## config.mk

```make
export PLATFORM = sky130hd
export DESIGN_NAME = id_stage
export DESIGN_NICKNAME = d
export VERILOG_FILES = /design/src/rtl/id_stage.sv
export SDC_FILE = /design/constraint.sdc
export NUM_CORES = 1
export LEC_CHECK = 0
export CORE_MARGIN = 4
export CORE_UTILIZATION = 45
export CTS_BUF_LIST = sky130_fd_sc_hd__clkbuf_4 sky130_fd_sc_hd__clkbuf_8
export DETAILED_ROUTE_END_ITERATION = 6
export GPL_ROUTABILITY_DRIVEN = 0
export PLACE_DENSITY = 0.88
export SYNTH_ARGS = -nofsm -noshare
export SYNTH_HDL_FRONTEND = slang
export SYNTH_SLANG_ARGS = --single-unit
```

## constraint.sdc

```tcl
create_clock -name clk -period 2.4 [get_ports clk]
set_input_delay 0.48 -clock clk [delete_from_list [all_inputs] [get_ports clk]]
set_output_delay 0.48 -clock clk [all_outputs]
set_load 0.005 [all_outputs]
```

## src/rtl/id_stage.sv

```systemverilog
// id_stage: RV32I instruction decode stage.
//
// Takes one instruction per handshake from the fetch stage's output slot,
// reads its source registers from the register file in the same cycle,
// decodes it into ALU / memory / branch / jump / writeback controls and
// holds the result in a registered slot for the execute stage.
//
// Ports:
//   clk, rstn_i            clock, synchronous active-low reset
//   flush_i                drop the held slot and refuse the incoming instruction
//   halt_i                 freeze the stage (no accept, slot held even if ack_i)
//   stall_i                operands not ready (no accept)
//   valid_i/instr_i/pc_i   fetch slot
//   ack_o                  fetch slot consumed this cycle (combinational)
//   rs1_addr_o/rs2_addr_o  register file read addresses (from instr_i)
//   rs1_data_i/rs2_data_i  register file read data (same cycle)
//   ack_i                  execute consumed the decoded slot
//   valid_o ... illegal_o  registered decoded slot
module id_stage #(
  parameter int XLEN = 32
) (
  input  logic            clk,
  input  logic            rstn_i,
  input  logic            flush_i,
  input  logic            halt_i,
  input  logic            stall_i,
  input  logic            valid_i,
  input  logic [31:0]     instr_i,
  input  logic [XLEN-1:0] pc_i,
  output logic            ack_o,
  output logic [4:0]      rs1_addr_o,
  output logic [4:0]      rs2_addr_o,
  input  logic [XLEN-1:0] rs1_data_i,
  input  logic [XLEN-1:0] rs2_data_i,
  input  logic            ack_i,
  output logic            valid_o,
  output logic [XLEN-1:0] pc_o,
  output logic [XLEN-1:0] op_a_o,
  output logic [XLEN-1:0] op_b_o,
  output logic [XLEN-1:0] rs2_val_o,
  output logic [XLEN-1:0] imm_o,
  output logic [3:0]      alu_op_o,
  output logic [1:0]      mem_op_o,
  output logic [2:0]      mem_size_o,
  output logic            branch_o,
  output logic [2:0]      branch_f3_o,
  output logic [1:0]      jump_o,
  output logic [4:0]      rd_o,
  output logic            wb_en_o,
  output logic            illegal_o
);

  localparam logic [6:0] OPC_OP     = 7'h33;
  localparam logic [6:0] OPC_OP_IMM = 7'h13;
  localparam logic [6:0] OPC_LOAD   = 7'h03;
  localparam logic [6:0] OPC_STORE  = 7'h23;
  localparam logic [6:0] OPC_BRANCH = 7'h63;
  localparam logic [6:0] OPC_LUI    = 7'h37;
  localparam logic [6:0] OPC_AUIPC  = 7'h17;
  localparam logic [6:0] OPC_JAL    = 7'h6F;
  localparam logic [6:0] OPC_JALR   = 7'h67;

  localparam logic [3:0] ALU_ADD  = 4'd0;
  localparam logic [3:0] ALU_SUB  = 4'd1;
  localparam logic [3:0] ALU_SLL  = 4'd2;
  localparam logic [3:0] ALU_SLT  = 4'd3;
  localparam logic [3:0] ALU_SLTU = 4'd4;
  localparam logic [3:0] ALU_XOR  = 4'd5;
  localparam logic [3:0] ALU_SRL  = 4'd6;
  localparam logic [3:0] ALU_SRA  = 4'd7;
  localparam logic [3:0] ALU_OR   = 4'd8;
  localparam logic [3:0] ALU_AND  = 4'd9;

  typedef struct packed {
    logic [XLEN-1:0] pc;
    logic [XLEN-1:0] op_a;
    logic [XLEN-1:0] op_b;
    logic [XLEN-1:0] rs2_val;
    logic [XLEN-1:0] imm;
    logic [3:0]      alu_op;
    logic [1:0]      mem_op;
    logic [2:0]      mem_size;
    logic            branch;
    logic [2:0]      branch_f3;
    logic [1:0]      jump;
    logic [4:0]      rd;
    logic            wb_en;
    logic            illegal;
  } slot_t;

  // funct3 -> ALU operation; alt selects SUB/SRA on the shared encodings.
  function automatic logic [3:0] alu_from_f3(input logic [2:0] f3, input logic alt);
    logic [3:0] op;
    case (f3)
      3'd0:    op = alt ? ALU_SUB : ALU_ADD;
      3'd1:    op = ALU_SLL;
      3'd2:    op = ALU_SLT;
      3'd3:    op = ALU_SLTU;
      3'd4:    op = ALU_XOR;
      3'd5:    op = alt ? ALU_SRA : ALU_SRL;
      3'd6:    op = ALU_OR;
      3'd7:    op = ALU_AND;
      default: op = ALU_ADD;
    endcase
    return op;
  endfunction

  logic            valid_q, valid_d;
  slot_t           slot_q, slot_d;
  slot_t           dec_s;
  logic            accept_s;

  logic [6:0]      opcode_s;
  logic [2:0]      f3_s;
  logic [6:0]      f7_s;
  logic [XLEN-1:0] rs1_val_s, rs2_val_s;
  logic [XLEN-1:0] imm_i_s, imm_s_s, imm_b_s, imm_u_s, imm_j_s, shamt_s;

  assign opcode_s   = instr_i[6:0];
  assign f3_s       = instr_i[14:12];
  assign f7_s       = instr_i[31:25];
  assign rs1_addr_o = instr_i[19:15];
  assign rs2_addr_o = instr_i[24:20];

  // x0 always reads as zero, whatever the register file returns.
  assign rs1_val_s = (rs1_addr_o == 5'd0) ? {XLEN{1'b0}} : rs1_data_i;
  assign rs2_val_s = (rs2_addr_o == 5'd0) ? {XLEN{1'b0}} : rs2_data_i;

  assign imm_i_s = {{20{instr_i[31]}}, instr_i[31:20]};
  assign imm_s_s = {{20{instr_i[31]}}, instr_i[31:25], instr_i[11:7]};
  assign imm_b_s = {{19{instr_i[31]}}, instr_i[31], instr_i[7], instr_i[30:25],
                    instr_i[11:8], 1'b0};
  assign imm_u_s = {instr_i[31:12], 12'h000};
  assign imm_j_s = {{11{instr_i[31]}}, instr_i[31], instr_i[19:12], instr_i[20],
                    instr_i[30:21], 1'b0};
  assign shamt_s = {27'd0, instr_i[24:20]};

  // Halt and flush are already excluded here, so accept implies the slot moves.
  assign accept_s = valid_i && (!valid_q || ack_i) && !flush_i && !halt_i && !stall_i;
  assign ack_o    = accept_s;

  // Decode the incoming instruction into a candidate slot.
  always_comb begin
    dec_s         = '0;
    dec_s.pc      = pc_i;
    dec_s.rd      = instr_i[11:7];
    dec_s.rs2_val = rs2_val_s;
    case (opcode_s)
      OPC_OP: begin
        dec_s.op_a  = rs1_val_s;
        dec_s.op_b  = rs2_val_s;
        dec_s.wb_en = 1'b1;
        if (f7_s == 7'h00) begin
          dec_s.alu_op = alu_from_f3(f3_s, 1'b0);
        end else if ((f7_s == 7'h20) && ((f3_s == 3'd0) || (f3_s == 3'd5))) begin
          dec_s.alu_op = alu_from_f3(f3_s, 1'b1);
        end else begin
          dec_s.illegal = 1'b1;
        end
      end
      OPC_OP_IMM: begin
        dec_s.op_a  = rs1_val_s;
        dec_s.op_b  = imm_i_s;
        dec_s.imm   = imm_i_s;
        dec_s.wb_en = 1'b1;
        if (f3_s == 3'd1) begin
          dec_s.op_b    = shamt_s;
          dec_s.alu_op  = ALU_SLL;
          dec_s.illegal = (f7_s != 7'h00);
        end else if (f3_s == 3'd5) begin
          dec_s.op_b    = shamt_s;
          dec_s.alu_op  = f7_s[5] ? ALU_SRA : ALU_SRL;
          dec_s.illegal = (f7_s != 7'h00) && (f7_s != 7'h20);
        end else begin
          dec_s.alu_op = alu_from_f3(f3_s, 1'b0);
        end
      end
      OPC_LOAD: begin
        dec_s.op_a     = rs1_val_s;
        dec_s.op_b     = imm_i_s;
        dec_s.imm      = imm_i_s;
        dec_s.mem_op   = 2'd1;
        dec_s.mem_size = f3_s;
        dec_s.wb_en    = 1'b1;
        dec_s.illegal  = (f3_s == 3'd3) || (f3_s == 3'd6) || (f3_s == 3'd7);
      end
      OPC_STORE: begin
        dec_s.op_a     = rs1_val_s;
        dec_s.op_b     = imm_s_s;
        dec_s.imm      = imm_s_s;
        dec_s.mem_op   = 2'd2;
        dec_s.mem_size = f3_s;
        dec_s.illegal  = (f3_s > 3'd2);
      end
      OPC_BRANCH: begin
        dec_s.op_a      = rs1_val_s;
        dec_s.op_b      = rs2_val_s;
        dec_s.alu_op    = ALU_SUB;
        dec_s.imm       = imm_b_s;
        dec_s.branch    = 1'b1;
        dec_s.branch_f3 = f3_s;
        dec_s.illegal   = (f3_s == 3'd2) || (f3_s == 3'd3);
      end
      OPC_LUI: begin
        dec_s.op_b  = imm_u_s;
        dec_s.imm   = imm_u_s;
        dec_s.wb_en = 1'b1;
      end
      OPC_AUIPC: begin
        dec_s.op_a  = pc_i;
        dec_s.op_b  = imm_u_s;
        dec_s.imm   = imm_u_s;
        dec_s.wb_en = 1'b1;
      end
      OPC_JAL: begin
        dec_s.op_a  = pc_i;
        dec_s.op_b  = 32'd4;
        dec_s.imm   = imm_j_s;
        dec_s.jump  = 2'd1;
        dec_s.wb_en = 1'b1;
      end
      OPC_JALR: begin
        // Link address is pc+4; the jump base travels on rs2_val.
        dec_s.op_a    = pc_i;
        dec_s.op_b    = 32'd4;
        dec_s.imm     = imm_i_s;
        dec_s.jump    = 2'd2;
        dec_s.rs2_val = rs1_val_s;
        dec_s.wb_en   = 1'b1;
      end
      default: begin
        // Also catches instr[1:0] != 2'b11, since opcodes are matched in full.
        dec_s.illegal = 1'b1;
      end
    endcase
    // An illegal instruction must have no side effects downstream.
    if (dec_s.illegal) begin
      dec_s.wb_en  = 1'b0;
      dec_s.mem_op = 2'd0;
      dec_s.branch = 1'b0;
      dec_s.jump   = 2'd0;
    end else begin
      dec_s.wb_en = dec_s.wb_en && (dec_s.rd != 5'd0);
    end
  end

  // Slot next state: flush wins, halt freezes, then accept, then consume.
  always_comb begin
    valid_d = valid_q;
    slot_d  = slot_q;
    if (flush_i) begin
      valid_d = 1'b0;
    end else if (halt_i) begin
      valid_d = valid_q;
    end else if (accept_s) begin
      valid_d = 1'b1;
      slot_d  = dec_s;
    end else if (ack_i) begin
      valid_d = 1'b0;
    end else begin
      valid_d = valid_q;
    end
  end

  // Slot register with synchronous active-low reset.
  always_ff @(posedge clk) begin
    if (!rstn_i) begin
      valid_q <= 1'b0;
      slot_q  <= '0;
    end else begin
      valid_q <= valid_d;
      slot_q  <= slot_d;
    end
  end

  assign valid_o     = valid_q;
  assign pc_o        = slot_q.pc;
  assign op_a_o      = slot_q.op_a;
  assign op_b_o      = slot_q.op_b;
  assign rs2_val_o   = slot_q.rs2_val;
  assign imm_o       = slot_q.imm;
  assign alu_op_o    = slot_q.alu_op;
  assign mem_op_o    = slot_q.mem_op;
  assign mem_size_o  = slot_q.mem_size;
  assign branch_o    = slot_q.branch;
  assign branch_f3_o = slot_q.branch_f3;
  assign jump_o      = slot_q.jump;
  assign rd_o        = slot_q.rd;
  assign wb_en_o     = slot_q.wb_en;
  assign illegal_o   = slot_q.illegal;

endmodule

```

# Word-level counts from Yosys, hierarchy flattened
# Memory sizes are Yosys's and may differ from the RTL's.
# Index checks and enable logic that the tools add are counted.
# W data, S select, Z words.
dict set report word_totals {
  latchBits 0
  n_memories 3
  out_inout_bits 194
  reg_bits 183
  inputBits 135
  mem_bits_rw 0
  word_cells 102
  romBits 96
}
dict set report op_classes {
  n_addsub 0
  order_cmp 1
  n_mul 0
  eq_ne 17
  n_div 0
  reduce_logical 34
  shifts 0
  bitwise_logic 3
  mux 29
}
# memory words width rd rd_clocked_by_memory_dff wr line_no
set memory_table {}
lappend memory_table {{(name not given)} 8 4 1 0 0 94} ;# case (f3)
lappend memory_table {{(name not given)} 8 4 1 0 0 94}
lappend memory_table {{(name not given)} 8 4 1 0 0 94}
# operator count
set ops {}
lappend ops {{$pmux W32 S6} 1}
lappend ops {{$mux W32} 5}
lappend ops {{$pmux W32 S5} 1}
lappend ops {{$pmux W32 S2} 1}
lappend ops {{$eq A7 B6 Y1 const B} 4}
lappend ops {{$eq A7 B7 Y1 const B} 3}
lappend ops {{$mux W4} 5}
lappend ops {{$eq A7 B5 Y1 const B} 2}
lappend ops {{$pmux W4 S3} 1}
lappend ops {{$logic_not A5 Y1} 2}
lappend ops {{$mux W1} 10}
lappend ops {{$pmux W5 S2} 1}
lappend ops {{$eq A3 B3 Y1 const B} 3}
lappend ops {{$reduce_or A2 Y1} 4}
lappend ops {{$eq A7 B2 Y1 const B} 1}
lappend ops {{$logic_and A1 B1 Y1} 7}
lappend ops {{$logic_not A7 Y1} 1}
lappend ops {{$ne A7 B6 Y1 const B} 1}
lappend ops {{$reduce_bool A7 Y1} 1}
lappend ops {{$reduce_or A7 Y1} 1}
lappend ops {{$eq A3 B2 Y1 const B} 2}
lappend ops {{$pmux W1 S6} 1}
lappend ops {{$reduce_or A3 Y1} 2}
lappend ops {{$logic_or A1 B1 Y1} 5}
lappend ops {{13 further kinds} 19}

# Depth between registers and ports, before layout
# Gate-level depths: netlist (run 1).
dict set report depth {
  depth_word 8
  mapped_depth 8
  mapped_depth_nobuf 7
}

# Worst setup path before layout (run 1)
# OpenSTA, ideal clock, no wires.
dict set report synth_timing {
  kind {in2out}
  from {input port halt_i}
  to {output port ack_o}
  slack_ns 0.343
  t_arrival_ns 1.577
  stages 6
  path_cell_list {nor4b_1 -> nand2_1 -> inv_1 -> buf_2 -> buf_2 -> buf_1}
}
dict set report synth_between {
  elab_chain_len 3
}
# item line_no
set synth_rtl {}
lappend synth_rtl {{start, declared} 25} ;# input logic halt_i,
lappend synth_rtl {{$logic_not A1 Y1} 139} ;# assign accept_s = valid_i && (!valid_q || ack_i) && !flush_i && !halt_i && !stall_i;
lappend synth_rtl {{$logic_and A1 B1 Y1 (2 in a row)} 139}
lappend synth_rtl {{end, declared} 30} ;# output logic ack_o,
# No other way between the ends.

# Final worst setup path (run 1)
dict set report layout_timing {
  from {input port instr_i[6]}
  to {register slot_q (netlist bit imm_o[29])}
}
dict set report layout_between {
  elab_chain_len 3
}
# item line_no
set layout_rtl {}
lappend layout_rtl {{start, declared} 28} ;# input logic [31:0] instr_i,
lappend layout_rtl {{$eq A7 B7 Y1 (tied with other cells)} 148} ;# case (opcode_s)
lappend layout_rtl {{$reduce_or A3 Y1 (no source line) / $reduce_or A2 Y1 (equally long branches)} -}
lappend layout_rtl {{$pmux W32 S5 *} 148}
lappend layout_rtl {{end signal, assigned} 272} ;# slot_q <= slot_d;
lappend layout_rtl {{end, declared} 109} ;# slot_t slot_q, slot_d;
# Mark *: on every way between the ends. The rest lies on a longest branch, timed or not.
# A chain may end at the register's enable or synchronous reset.

==> results of run 1 <==
placed cells by master, fill, tap and decap left out, types with 4 or more instances in the layout:
master,Yosys,final
ha_1,5,5
nor3_1,19,19
inv_1,11,9
nand3_1,77,77
a21oi_1,117,116
nor2_1,69,68
clkbuf_8,0,19
a311oi_1,32,32
a221oi_1,27,27
buf_4,12,65
dfxtp_1,183,183
clkdlybuf4s50_1,0,327
and2_1,4,4
a31oi_1,33,33
nand2_1,196,194
o21ai_0,66,66
clkbuf_4,0,4
a22oi_1,7,7
a21o_1,19,19
a32oi_1,4,4
buf_12,0,13
sequential cells by signal, indices dropped and copies added, names as in the netlist:
| name | cells |
|---|---|
| imm_o | 32 |
| op_a_o | 32 |
| op_b_o | 32 |
| pc_o | 32 |
| rs2_val_o | 32 |
| rd_o | 5 |
| alu_op_o | 4 |
| branch_f3_o | 3 |
| mem_size_o | 3 |
| jump_o | 2 |
| mem_op_o | 2 |
| branch_o | 1 |
| illegal_o | 1 |
| valid_o | 1 |
| wb_en_o | 1 |
cell type report:
type                            instances  area [um2]  share of cell area (%)
Timing Repair Buffer                  406        4030                    32.7
Multi-Input combinational cell        733        3940                    32.0
Sequential cell                       183        3660                    29.7
Clock buffer                           23         292                    2.37
Tap cell                              225         282                    2.28
Clock inverter                          9        67.6                   0.548
Inverter                               11        45.0                   0.365
Antenna cell                            1        2.50                  0.0203
critical path, cell delays in order:
cell	delay (ns)
clkdlybuf4s50_1	0.58
nor3b_1	0.47
o21ai_0	0.22
a211o_1	0.52
a21o_1	0.24
a21oi_1	0.15
final timing paths:
path	start	to	slack [ns]	cells past startpoint
worst max-delay path	instr_i[6]	imm_o[29]$_SDFFE_PN0P_	0.13	6
worst min-delay path	imm_o[6]$_SDFFE_PN0P_	imm_o[6]$_SDFFE_PN0P_	0.46	2
worst max register to register	valid_o$_SDFFE_PP0P_	branch_f3_o[1]$_SDFFE_PN0P_	0.51	7
worst min register to register	imm_o[6]$_SDFFE_PN0P_	imm_o[6]$_SDFFE_PN0P_	0.46	2
logic make-up (layout without fill, tap and decap cells):
kind of cell    after synthesis  in the layout  share of synthesized area, %
simple gates                391            391                          21.1
compound gates              332            332                          25.8
flops                       183            183                          45.4
buf+inv                     115            449                          6.26
fa+ha+maj                     5              5                         0.775
mux                           4              4                         0.527
xor+xnor                      1              1                         0.108
other cells                   0              1                             0
layer usage:
metal | routed length [um] | vias to the layer above
li1 | - | 4313
met1 | 12400 | 4470
met2 | 15600 | 540
met3 | 3120 | 104
met4 | 1410 | 0
met5 | 0 | -
power by group:
group / total (W) / switching (W) / internal [W] / leakage (nW)
Clock: 0.00196 / 0.00114 / 0.000827 / 0.181
Combinational: 0.000898 / 0.000430 / 0.000467 / 2.64
Sequential: 0.00313 / 0.0000334 / 0.00310 / 1.48
Total: 0.00599 / 0.00160 / 0.00439 / 4.30
per-stage QoR:
step                      total power, W  cells  area [um2]  worst slack (ns)  setup TNS (ns)
after floorplan                  0.00349   1031        8080             0.343               0
after global placement           0.00407   1558       12000            -0.184          -11.19
after detailed placement         0.00408   1558       12000            -0.260          -17.69
after CTS                        0.00599   1590       12300            0.0856               0
after global routing             0.00619   1590       12300            0.0162               0
final                            0.00599   1591       12300             0.131               0
timing repair:
action | 4_1_cts | 5_1_grt
resized for setup | 1 | 3
pin swaps | 0 | 0
endpoints found under the hold margin | 0 | 0
setup endpoints to repair | 1 | 4
==> results.ini, run 1 <==
[run_status]
status = finished clean

[grt]
use_met1_pct = 37.9
top_usage_layer = met2
grt_pass1_vias = 8992
globalRouteMet2Util_pct = 50.4
overflow = 0
grt_max_degree = 151
track_usage_pct = 30.6
met3_usage_pct = 7.39
antenna_found_initial = 0
grt_first_pass_wirelength_um = 48700

[critical_path]
critical_path_class = in -> reg
end_kind = flop
cp.arrival_ns = 2.66
worstSetupStartpointType = input pin
path_max_fanout = 12
required_ns = 2.79

[detailed_routing]
wl_um = 32500
dr.pass1.iters = 5
drc = 0
ant_nets = 0
dr_total_vias = 9427
wl_per_cell_um = 20.4
drt_iter0_drc = 892
viasPerCell = 5.93

[clock_tree]
cts_setup_buffers = 0
cts_buffers = 17
cts-root-buf = clkbuf_8
h-tree-depth = 4
clkSinkCount = 183
cts_buffer_depth = 2
insertion_delay_ns = 0.46
cts_tree = built
hold_buffers = 0
cts.clk_slew.worst_paths_ns = 0.09

[floorplanning]
fp.dieH_um = 142
die_w_um = 142
placementRows = 48
initial_utilization_pct = 46.4
ioPinCount = 329
dieArea_um2 = 20200
core_um2 = 17400

[placed_design]
portBuffers = 328
place_hpwl_um = 24300

[finish]
nets = 1492
area_growth_pct = 52.6
n_fill_cell = 1367
fin_util_pct = 70.8
final_layout_size_suffix_gt1_share_pct = 9.30

[timing]
hold_viol = 0
hold_slack_ns = 0.457
setup_violations = 0
rsz0062_at_grt = false
min_period_over_period_pct = 94.5
tightest_slew_ns = 0.735
period_minus_slack_ns = 2.27
max_freq_mhz = 441
skew_ns = 0.0123
relSlewSlack_pct = 50.9
drv_slew = 0

[power]
power_leakage_nw = 4.30
powerDensity_nw_per_um2 = 486
peakVddDrop_mv = 0.355

[yosys]
synthCells = 1031
async_flop_share_pct = 0
synth-seq-cells = 183
yosysUniqueCellTypes = 58
synth_seq_area_share_pct = 45.4
yosysTopAreaCellShare_pct = 45.4
synth_edf_count = 0
postSynthAreaPerCell_um2 = 7.83
syn_area_um2 = 8080
synth_area_leaders = dfxtp_1 (45%), nand2_1 (9.1%), a21oi_1 (7.3%), nand3_1 (4.8%), o21ai_0 (4.1%)
synth_top_area_cell = dfxtp_1
yosysWarnings = 0
syn_nets = 1171
netlist_top_cells_count = nand2_1 (196), dfxtp_1 (183), a21oi_1 (117)
yosysMostFrequentCell = nand2_1
synthFlopType = dfxtp_1

[flow_run]
maxCapViolCount = 0

[min_path]
hold_class = reg -> reg

(Power assumes the default switching activity.)
==> inputs of run 2 (changes only) <==
--- a/constraint.sdc
+++ b/constraint.sdc
@@ -3,2 +3,2 @@
 set_output_delay 0.48 -clock clk [all_outputs]
-set_load 0.005 [all_outputs]
+set_load 0.05 [all_outputs]
==> results.ini, run 2 (synthesis results as in run 1) <==
[run_status]
status = finished clean

[floorplanning]
ioPinCount = 329
die_w_um = 142
dieArea_um2 = 20200
core_um2 = 17400
fp.dieH_um = 142
placementRows = 48
initial_utilization_pct = 46.4

[timing]
drv_slew = 0
max_freq_mhz = 436
relSlewSlack_pct = 16.3
hold_viol = 0
tightest_slew_ns = 1.25
fin_ws_ns = 0.106
skew_ns = 0.0104
tns_ns = 0
period_minus_slack_ns = 2.29
rsz0062_at_grt = false
setup_violations = 0
min_period_over_period_pct = 95.6

[power]
p_comb_share_pct = 18.4
internal_power_w = 0.00452
finalPower_w = 0.00639
power.switching_w = 0.00187
powerDensity_nw_per_um2 = 511
peakVddDrop_mv = 0.358
power_leakage_nw = 4.39
swShare_pct = 29.2
power_frac_seq_pct = 49.0
power.share.clock_pct = 32.6

[clock_tree]
cts_buffer_depth = 2
clkSinkCount = 183
cts-root-buf = clkbuf_8
h-tree-depth = 4
cts_setup_buffers = 0
hold_buffers = 0
cts_buffers = 17
insertion_delay_ns = 0.47
cts_tree = built
cts.clk_slew.worst_paths_ns = 0.10

[grt]
antenna_found_initial = 1
track_usage_pct = 31.5
grt_max_degree = 76
grt_first_pass_wirelength_um = 50400
overflow = 0
grt_pass1_vias = 9107

[placed_design]
dpl_cell_area_um2 = 12100
portBuffers = 328
place_hpwl_um = 24600
pre_cts_ws_ns = -0.272

[critical_path]
end_kind = primary output
critical_path_class = in -> out
crit_slowest_cell = clkdlybuf4s50_1
worstSetupStartpointType = input pin
setup.worst_path.start = halt_i
cp_num_buf_inv = 4
path_delay_family = buffers and inverters
cp_cell_sequence = clkdlybuf4s50_1, nor4b_2, nand2_4, inv_4, buf_12, buf_12
required_ns = 1.92
path_max_fanout = 10
cp.arrival_ns = 1.81
timing.rr.start = valid_o$_SDFFE_PP0P_
cp_common_cell = buf_12
cpPeakStageDelay_ns = 0.44
reg2reg_slack_ns = 0.47

[detailed_routing]
dr.pass1.iters = 5
drc = 0
ant_nets = 0
wl_um = 33300
dr_total_vias = 9523
wl_per_cell_um = 20.9
drt_iter0_drc = 829
viasPerCell = 5.99

[finish]
seqCellArea_um2 = 3660
nets = 1493
final_cell_mix = clkdlybuf4s50_1 (317), nand2_1 (194), dfxtp_1 (183)
multi_input_area_um2 = 3940
final_layout_size_suffix_gt1_share_pct = 10.2
final_common_cell = clkdlybuf4s50_1
fin_area_um2 = 12500
n_fill_cell = 1300
area_growth_pct = 54.7

[min_path]
hp-start = branch_f3_o[1]$_SDFFE_PN0P_
hold_class = reg -> reg

[flow_run]
maxCapViolCount = 0

## run 2: per-layer routing
metal / vias to the layer above / wire [um] / GRT usage [%]
li1: 4321 / - / -
met1: 4512 / 12200 / 38.4
met2: 565 / 15900 / 52.6
met3: 125 / 3420 / 7.76
met4: 0 / 1640 / 14.4
met5: - / 0 / 0
## run 2: final cells by class
class	count	area share, %
sequential	183	29.3
multi-input combinational	733	31.6
tap	225	2.25
clock inverter	9	0.741
antenna	1	0.0200
inverter	11	0.361
timing repair buffer	407	33.4
clock buffer	22	2.32
## run 2: per-stage QoR
stage / hold WS [ns] / util, % / std cells
after floorplan: 0.558 / - / 1031
after global placement: 0.434 / 69.5 / 1559
after detailed placement: 0.442 / 69.5 / 1559
after CTS: 0.455 / 71.7 / 1590
after global routing: 0.477 / 71.7 / 1591
final: 0.456 / 71.7 / 1591
## run 2: power by group through the flow
stage	logic, W	registers, W	clock network [W]
finish	0.00118	0.00313	0.00208
global route	0.00123	0.00314	0.00221
CTS	0.00116	0.00313	0.00210
detailed placement	0.00116	0.00320	0
global placement	0.00115	0.00320	0
floorplan	0.000315	0.00342	0
## run 2: timing repair
item,in CTS,in global routing
setup endpoints to repair,1,3
resized for setup,1,1
pin swaps,0,0
## run 2: tightest hold or removal path: stages (launching register included)
cell and delay (ns):
dfxtp_1 0.32, nand2_1 0.05, a21oi_1 0.05
## run 2: final timing paths
| path | to | depth (start not counted) |
|---|---|---|
| setup reg to reg | op_b_o[16]$_SDFFE_PN0P_ | 6 |
| hold reg to reg | branch_f3_o[1]$_SDFFE_PN0P_ | 2 |
| hold / removal | branch_f3_o[1]$_SDFFE_PN0P_ | 2 |
| setup / recovery | ack_o | 6 |
==> inputs of run 3 (changes only) <==
clock period = 2.5 ns   (was 2.4 ns; I/O delays follow)
==> results.ini, run 3 (synthesis results as in run 1) <==
[finish]
final_common_cell = clkdlybuf4s50_1
fin_area_um2 = 12400
final_layout_size_suffix_gt1_share_pct = 9.11
antenna_cells = 0
final_cell_mix = clkdlybuf4s50_1 (317), nand2_1 (194), dfxtp_1 (183)
area_growth_pct = 53.0
nets = 1481

[run_status]
status = finished clean

[min_path]
hold_class = reg -> reg
hp-start = mem_size_o[0]$_SDFFE_PN0P_
worstHoldPathCells = 2
hold_end = mem_size_o[0]$_SDFFE_PN0P_

[placed_design]
dpl_cell_area_um2 = 12000
portBuffers = 328
place_hpwl_um = 24000

[detailed_routing]
wl_per_cell_um = 20.6
drt_iter0_drc = 814
viasPerCell = 5.93
dr.pass1.iters = 5
wl_um = 32400
ant_nets = 0
drc = 0
dr_total_vias = 9341

[timing]
relSlewSlack_pct = 12.5
setup_violations = 0
max_freq_mhz = 412
skew_ns = 0.0222
hold_viol = 0
period_minus_slack_ns = 2.43
min_period_over_period_pct = 97.1
tightest_slew_ns = 1.31
rsz0062_at_grt = false
drv_slew = 0

[floorplanning]
core_um2 = 17400
ioPinCount = 329
fp.dieH_um = 142
die_w_um = 142
initial_utilization_pct = 46.4
placementRows = 48
dieArea_um2 = 20200

[critical_path]
cpPeakStageDelay_ns = 0.44
timing.rr.start = valid_o$_SDFFE_PP0P_
end_kind = primary output
critical_path_class = in -> out
cp.arrival_ns = 1.93
cp_common_cell = buf_12
cp_cell_sequence = clkdlybuf4s50_1, nor4b_2, nand2_4, inv_4, buf_12, buf_12
path_max_fanout = 16
cp_num_buf_inv = 4
reg2reg_to = imm_o[15]$_SDFFE_PN0P_
worstSetupStartpointType = input pin
crit_slowest_cell = clkdlybuf4s50_1
reg2reg_slack_ns = 0.43
worstRegToRegCells = 6
required_ns = 2.00
path_delay_family = buffers and inverters

[power]
powerDensity_nw_per_um2 = 487
finalPower_w = 0.00602
power_leakage_nw = 4.31
peakVddDrop_mv = 0.305

[clock_tree]
h-tree-depth = 4
cts_buffer_depth = 2
clkSinkCount = 183
cts_buffers = 17
cts-root-buf = clkbuf_8
cts.clk_slew.worst_paths_ns = 0.08
cts_tree = built
insertion_delay_ns = 0.47

[grt]
grt_max_degree = 102
grt_pass1_vias = 8869
antenna_found_initial = 1
grt_first_pass_wirelength_um = 49200
track_usage_pct = 30.8
overflow = 0

[flow_run]
maxCapViolCount = 0

==> run 3: changes by cell type in the layout (fill, tap and decap cells not counted) <==
cell,before,now
inv_6,3,1
buf_12,26,25
nor3b_1,0,1
buf_4,64,53
clkinv_2,2,1
nor3b_2,1,0
diode_2,1,0
==> run 3: final cells by class <==
cell class                 instances  area [um2]
timing repair buffer             395        4070
clock buffer                      22         290
tap                              225         282
sequential                       183        3660
multi-input combinational        733        3940
inverter                          11        45.0
fill                            1343        5060
clock inverter                     6        70.1
==> run 3: stage by stage <==
step | util (%) | cells | setup WS [ns] | setup TNS [ns] | hold WS, ns
finish | 71.0 | 1575 | 0.0714 | 0 | 0.452
global route | 71.0 | 1575 | 0.0174 | 0 | 0.465
global placement | 68.9 | 1547 | -0.0697 | -1.34 | 0.434
CTS | 71.0 | 1575 | 0.0616 | 0 | 0.452
floorplan | - | 1031 | 0.0490 | 0 | 0.578
detailed placement | 68.9 | 1547 | -0.182 | -9.89 | 0.443
==> run 3: tightest hold or removal path, cell delays in order, from the launching register on <==
cell     delay (ns)
dfxtp_1        0.31
nand2_1        0.05
a21oi_1        0.05
==> run 3: report_power, final <==
group          total, W  switching, W  internal, W
clock           0.00190       0.00103     0.000873
sequential      0.00301     0.0000334      0.00297
combinational   0.00111      0.000648     0.000458
==> run 3: repair_timing <==
action / CTS / global route
setup buffers: 0 / 0
gates resized for setup: 1 / 0
endpoints found under the setup margin: 1 / 0
hold endpoints to repair: 0 / 0
hold buffers: 0 / 0
==> run 3: layer usage <==
metal / vias up / global-route usage [%] / part of all wire, %
li1: 4286 / - / -
met2: 578 / 51.5 / 48
met3: 85 / 8.37 / 11
met4: 2 / 11.7 / 3.6
met1: 4390 / 38.1 / 38
met5: - / 0 / 0.022
==> run 3: how the worst max path moves through the flow <==
stage               start                   endpoint  depth (start not counted)
2_1_floorplan      halt_i                      ack_o                          6
3_3_place_gp   instr_i[4]     imm_o[27]$_SDFFE_PN0P_                          6
3_5_place_dp       halt_i  rs2_val_o[5]$_SDFFE_PN0P_                          8
4_1_cts            halt_i                      ack_o                          6
5_1_grt            halt_i                      ack_o                          6
6_report           halt_i                      ack_o                          6
